--- src/rtl/fsm_pattern_detect.sv ---
// Serial pattern detector with KMP-style fallback: scans a valid-qualified character
// stream for a compile-time pattern and reports matches as a pulse, LED toggle and counter.
//
//   state (s_q)   | meaning
//   --------------+-----------------------------------------------
//   0             | nothing matched yet
//   k (1..LEN-1)  | pattern[0..k-1] equals the last k characters seen
module fsm_pattern_detect #(
   parameter int                         DATA_W  = 8,
   parameter int                         PAT_LEN = 5,
   parameter logic [PAT_LEN*DATA_W-1:0]  PATTERN = "Hello",
   parameter bit                         OVERLAP = 1'b1,
   parameter int                         CNT_W   = 8
) (
   input  logic                           clk,
   input  logic                           rst,
   input  logic                           data_valid,
   input  logic [DATA_W-1:0]              data,
   input  logic                           clr_cnt,
   output logic                           match,
   output logic                           led,
   output logic [CNT_W-1:0]               match_cnt,
   output logic [$clog2(PAT_LEN+1)-1:0]   progress
);

   localparam int PW = $clog2(PAT_LEN+1);

   typedef logic [PAT_LEN-1:0][PAT_LEN:0] cand_t;

   function automatic logic [DATA_W-1:0] pat_chr(input int i);
      return PATTERN[(PAT_LEN-1-i)*DATA_W +: DATA_W];
   endfunction

   // CAND[s][k]: with s characters matched, pattern[0..k-2] is a suffix of
   // pattern[0..s-1], so length k is reachable if the new character equals pattern[k-1].
   function automatic cand_t calc_cand();
      cand_t t;
      bit    ok;
      t = '0;
      for (int s = 0; s < PAT_LEN; s++) begin
         for (int k = 1; k <= s + 1; k++) begin
            ok = 1'b1;
            for (int i = 0; i < k - 1; i++) begin
               if (pat_chr(i) != pat_chr(s - (k - 1) + i)) ok = 1'b0;
            end
            t[s][k] = ok;
         end
      end
      return t;
   endfunction

   function automatic int calc_border();
      int b;
      bit ok;
      b = 0;
      for (int l = 1; l < PAT_LEN; l++) begin
         ok = 1'b1;
         for (int i = 0; i < l; i++) begin
            if (pat_chr(i) != pat_chr(PAT_LEN - l + i)) ok = 1'b0;
         end
         if (ok) b = l;
      end
      return b;
   endfunction

   localparam cand_t          CAND    = calc_cand();
   localparam int             BORDER  = calc_border();
   localparam logic [PW-1:0]  RESTART = OVERLAP ? PW'(BORDER) : '0;

   logic [PW-1:0]       s_q;
   logic                match_q;
   logic                led_q;
   logic [CNT_W-1:0]    cnt_q;

   logic [PAT_LEN-1:0]  eq;
   logic [PAT_LEN:0]    cand_row;
   logic [PW-1:0]       k_d;
   logic                full_d;

   always_comb begin
      eq = '0;
      for (int j = 0; j < PAT_LEN; j++) begin
         eq[j] = (data == pat_chr(j));
      end
   end

   always_comb begin
      cand_row = '0;
      for (int s = 0; s < PAT_LEN; s++) begin
         if (s_q == PW'(s)) cand_row = CAND[s];
      end
   end

   // Ascending scan: the longest reachable candidate wins.
   always_comb begin
      k_d = '0;
      for (int k = 1; k <= PAT_LEN; k++) begin
         if (cand_row[k] && eq[k-1]) k_d = PW'(k);
      end
      full_d = (k_d == PW'(PAT_LEN));
   end

   always_ff @(posedge clk or negedge rst) begin
      if (!rst) begin
         s_q     <= '0;
         match_q <= 1'b0;
         led_q   <= 1'b0;
         cnt_q   <= '0;
      end else begin
         match_q <= 1'b0;
         if (clr_cnt) cnt_q <= '0;
         if (data_valid) begin
            if (full_d) begin
               match_q <= 1'b1;
               led_q   <= ~led_q;
               s_q     <= RESTART;
               if (!clr_cnt && cnt_q != '1) cnt_q <= cnt_q + 1'b1;
            end else begin
               s_q <= k_d;
            end
         end
      end
   end

   assign match     = match_q;
   assign led       = led_q;
   assign match_cnt = cnt_q;
   assign progress  = s_q;

endmodule

--- config.mk ---
export PLATFORM = sky130hd
export DESIGN_NAME = fsm_pattern_detect
export DESIGN_NICKNAME = d
export VERILOG_FILES = /design/src/rtl/fsm_pattern_detect.sv
export SDC_FILE = /design/constraint.sdc
export NUM_CORES = 1
export LEC_CHECK = 0
export CAP_MARGIN = 40
export CORE_MARGIN = 2
export CORE_UTILIZATION = 48
export CTS_BUF_LIST = sky130_fd_sc_hd__clkbuf_16
export CTS_CLUSTER_DIAMETER = 200
export DETAILED_ROUTE_END_ITERATION = 8
export MAX_ROUTING_LAYER = met4
export PLACE_DENSITY = 0.8
export SLEW_MARGIN = 20
export SYNTH_ARGS = -nofsm -noshare
export SYNTH_HDL_FRONTEND = slang
export SYNTH_SLANG_ARGS = --single-unit
export TNS_END_PERCENT = 1
--- constraint.sdc ---
create_clock -name clk -period 3.4 [get_ports clk]
set_clock_uncertainty 0.2 [all_clocks]
set_input_delay 0.68 -clock clk [delete_from_list [all_inputs] [get_ports clk]]
set_output_delay 0.68 -clock clk [all_outputs]
set_load 0.01 [all_outputs]
==> flow_results.xml <==
<?xml version="1.0" encoding="UTF-8"?>
<metrics>
  <group name="placement">
    <metric name="post-place-cells" unit="">117</metric>
    <metric name="routabilityCongestion" unit="">0.8603</metric>
    <metric name="port_buffer_cells" unit="">24</metric>
    <metric name="dpl.hpwl" unit="mm">1.329</metric>
  </group>
  <group name="critical_path">
    <metric name="req_time_crit_path" unit="ns">3.32</metric>
    <metric name="arrival_time_at_the_worst_endpoint" unit="ns">2.75</metric>
    <metric name="cp-start-kind" unit="">primary input</metric>
    <metric name="crit_slowest_cell" unit="">sky130_fd_sc_hd__or4_4</metric>
    <metric name="r2r-start" unit="">progress[1]$_DFFE_PN0P_</metric>
    <metric name="crit_path_max_incr_delay" unit="ns">0.62</metric>
    <metric name="crit_path_end_kind" unit="">flop</metric>
    <metric name="worst_setup_path_startpoint" unit="">data[3]</metric>
    <metric name="cp_max_fo" unit="">12</metric>
    <metric name="crit_path_cell_trace" unit="">clkdlybuf4s50_1 &gt; nand4b_4 &gt; or4_4 &gt; nor4_1 &gt; mux2_2</metric>
    <metric name="critical_path_class" unit="">in -&gt; reg</metric>
  </group>
  <group name="timing">
    <metric name="max_clock_freq" unit="MHz">353.2</metric>
    <metric name="slew_viol_final" unit="">0</metric>
    <metric name="slew_headroom" unit="">0.6133</metric>
    <metric name="finalSetupViolations" unit="">0</metric>
    <metric name="hold_violation_total_from_the_final_report" unit="">0</metric>
    <metric name="holdWs" unit="ns">0.2728</metric>
    <metric name="finalSetupTns" unit="ns">0</metric>
    <metric name="period_needed" unit="ns">2.831</metric>
    <metric name="timing.final.crit_share" unit="">0.8327</metric>
    <metric name="grt_setup_unrepaired" unit="">false</metric>
    <metric name="slew_at_the_pin_with_the_worst_max_slew_slack" unit="ns">0.5783</metric>
  </group>
  <group name="clock_network">
    <metric name="clock-root-buffer" unit="">sky130_fd_sc_hd__clkbuf_16</metric>
    <metric name="cts_hold_buffers" unit="">0</metric>
    <metric name="clkLatencyLatePin" unit="ns">0.24</metric>
    <metric name="ctsResizeCount" unit="">0</metric>
    <metric name="tritoncts.num_buffers" unit="">3</metric>
    <metric name="cts.sink_count" unit="">13</metric>
    <metric name="post_cts_buffers" unit="">0</metric>
    <metric name="cts_tree" unit="">yes</metric>
    <metric name="cts-root-to-sink-buffers" unit="">2</metric>
    <metric name="cts.reportedPaths.clkPinSlew" unit="ns">0.04</metric>
    <metric name="htree_levels" unit="">1</metric>
  </group>
  <group name="grt">
    <metric name="maximum_number_of_pins_on_one_net_before_global_route_repair" unit="">14</metric>
    <metric name="overflow" unit="">0</metric>
    <metric name="via_count_of_the_first_global_routing_pass" unit="">704</metric>
    <metric name="total_routing_usage_reported_by_global_routing" unit="">0.2144</metric>
    <metric name="global_route_wire_length_before_repair" unit="mm">3.042</metric>
    <metric name="initial_antenna_violation_count" unit="">0</metric>
  </group>
  <group name="routing">
    <metric name="drt_pass_1_iters" unit="">4</metric>
    <metric name="final_antenna_net_count" unit="">0</metric>
    <metric name="vias_per_cell" unit="">6.131</metric>
    <metric name="routed_wire_length_per_instance" unit="µm">14.70</metric>
    <metric name="postRouteWirelength" unit="mm">1.793</metric>
    <metric name="drc" unit="">0</metric>
    <metric name="first_iter_violations" unit="">16</metric>
    <metric name="total_via_count_after_detailed_routing" unit="">748</metric>
  </group>
  <group name="power">
    <metric name="vdd_drop_max" unit="mV">0.2733</metric>
    <metric name="power_density" unit="nW/µm²">360.1</metric>
    <metric name="total_power" unit="W">0.0003974</metric>
    <metric name="p_leak" unit="nW">0.4326</metric>
  </group>
  <group name="logic_synthesis">
    <metric name="synth-seq-cells" unit="">13</metric>
    <metric name="synth.lib_cells_used.distinct" unit="">35</metric>
    <metric name="yosys-top-cells-count" unit="">sky130_fd_sc_hd__dfrtp_1 (13), sky130_fd_sc_hd__a21oi_1 (6), sky130_fd_sc_hd__inv_1 (5), sky130_fd_sc_hd__nand3_1 (5), sky130_fd_sc_hd__nor2_1 (5)</metric>
    <metric name="synth_enable_flop_cells" unit="">0</metric>
    <metric name="ys_seq_area_frac" unit="">0.4180</metric>
    <metric name="synthDominantCellAreaShare" unit="">0.4180</metric>
    <metric name="syn-num-nets" unit="">92</metric>
    <metric name="synth_flop_cell" unit="">sky130_fd_sc_hd__dfrtp_1</metric>
    <metric name="syn-cell-area" unit="µm²">778.2</metric>
    <metric name="async_flop_share" unit="">1.000</metric>
    <metric name="synthesis.yosys.warnings" unit="">0</metric>
    <metric name="synth_area_leaders" unit="">sky130_fd_sc_hd__dfrtp_1 (42%), sky130_fd_sc_hd__a21oi_1 (3.9%), sky130_fd_sc_hd__nand3_1 (3.2%), sky130_fd_sc_hd__nand4b_4 (3.1%), sky130_fd_sc_hd__o31ai_1 (2.9%)</metric>
    <metric name="netlist_instances" unit="">79</metric>
    <metric name="post-synth-top-count-cell" unit="">sky130_fd_sc_hd__dfrtp_1</metric>
    <metric name="post-synth-top-area-cell" unit="">sky130_fd_sc_hd__dfrtp_1</metric>
    <metric name="avgSynthCellArea" unit="µm²">9.851</metric>
  </group>
  <group name="cells_and_area">
    <metric name="final_nets" unit="">120</metric>
    <metric name="multi_input_area" unit="µm²">415.4</metric>
    <metric name="final-seq-area" unit="µm²">325.3</metric>
    <metric name="drive_above_1_share" unit="">0.09434</metric>
    <metric name="stdcell_count" unit="">122</metric>
    <metric name="final_core_utilization" unit="">0.7326</metric>
    <metric name="fillCellCount" unit="">115</metric>
    <metric name="syn2layout_area_growth" unit="%">41.80</metric>
    <metric name="antenna_cells" unit="">0</metric>
  </group>
  <group name="die">
    <metric name="placement_rows" unit="">14</metric>
    <metric name="die_x" unit="µm">44.27</metric>
    <metric name="die_h" unit="µm">44.27</metric>
    <metric name="boundaryPins" unit="">25</metric>
    <metric name="fp.dieArea" unit="µm²">1959</metric>
    <metric name="core_region_area" unit="µm²">1506</metric>
    <metric name="start_util" unit="">0.5166</metric>
  </group>
  <group name="hold_path">
    <metric name="hold_path_startpoint" unit="">led$_DFFE_PN0P_</metric>
    <metric name="min_path_type" unit="">reg -&gt; reg</metric>
  </group>
  <group name="flow_run">
    <metric name="max-cap-violations" unit="">0</metric>
  </group>
  <group name="outcome">
    <metric name="status" unit="">completed</metric>
  </group>
</metrics>
final cells by class:
class                   count  share of cell area
flip-flops and latches     13              0.2948
clock inverters             1            0.003401
inverters                   5             0.01701
multi-input cells          59              0.3764
clock buffers               3             0.06803
repair buffers             25              0.2222
well taps                  16             0.01814
cells by family after synthesis:
family	share of synthesized area
AOI/OAI and AO/OA	0.1447
xor gates and xnor gates	0.01126
adders and majority gates	0.01607
buffers and inverters	0.04824
DFF	0.4180
muxes	0.04019
and+or+nand+nor	0.3215
registers in the layout, summed over array words and instances (netlist names):
name	cells
match_cnt	8
progress	3
led	1
match	1
power by group:
group	switching [W]	internal, W
Clock	0.0000594	0.000155
Combinational	0.0000122	0.0000158
Sequential	0.000000113	0.000155
Total	0.0000717	0.000326
final timing paths:
check / endpoint / slack [ns] / cells past startpoint
worst max-delay path: match_cnt[5]$_DFF_PN0_ / 0.57 / 5
max in group asynchronous: match$_DFF_PN0_ / 2.01 / 1
worst max register to register: match_cnt[5]$_DFF_PN0_ / 1.14 / 4
worst min register to register: led$_DFFE_PN0P_ / 0.27 / 1
worst min-delay path: led$_DFFE_PN0P_ / 0.27 / 1
min in group asynchronous: match_cnt[4]$_DFF_PN0_ / 0.62 / 1
routing by layer:
metal  vias to the layer above  share of wire  global-route usage
met3                         4          0.060             0.03673
met5                         -              0                   -
met1                       350           0.45              0.2629
met2                        33           0.47              0.3588
met4                         0          0.016             0.06667
li1                        361              -                   -
worst max-delay path: cells and delay by family:
family,cells,cell delay (ns)
simple gates,3,1.14
buf+inv,1,0.56
mux,1,0.37
layout by cell type (no fill, tap or decap), types with 4 or more instances in the layout:
| cell | synthesis | final |
|---|---|---|
| sky130_fd_sc_hd__nand3_1 | 5 | 5 |
| sky130_fd_sc_hd__a21oi_1 | 6 | 6 |
| sky130_fd_sc_hd__nor2_1 | 5 | 5 |
| sky130_fd_sc_hd__nand2_1 | 4 | 4 |
| sky130_fd_sc_hd__clkdlybuf4s50_1 | 0 | 24 |
| sky130_fd_sc_hd__inv_1 | 5 | 6 |
| sky130_fd_sc_hd__dfrtp_1 | 13 | 13 |
through the flow:
stage | cell area, µm² | worst slack, ns
final | 1104 | 0.5688
after global routing | 1104 | 0.4590
after CTS | 1099 | 0.5867
after detailed placement | 1020 | 0.3484
after global placement | 1020 | 0.3640
after floorplan | 778.2 | 0.9238
Power figures use the tool's default switching activity.
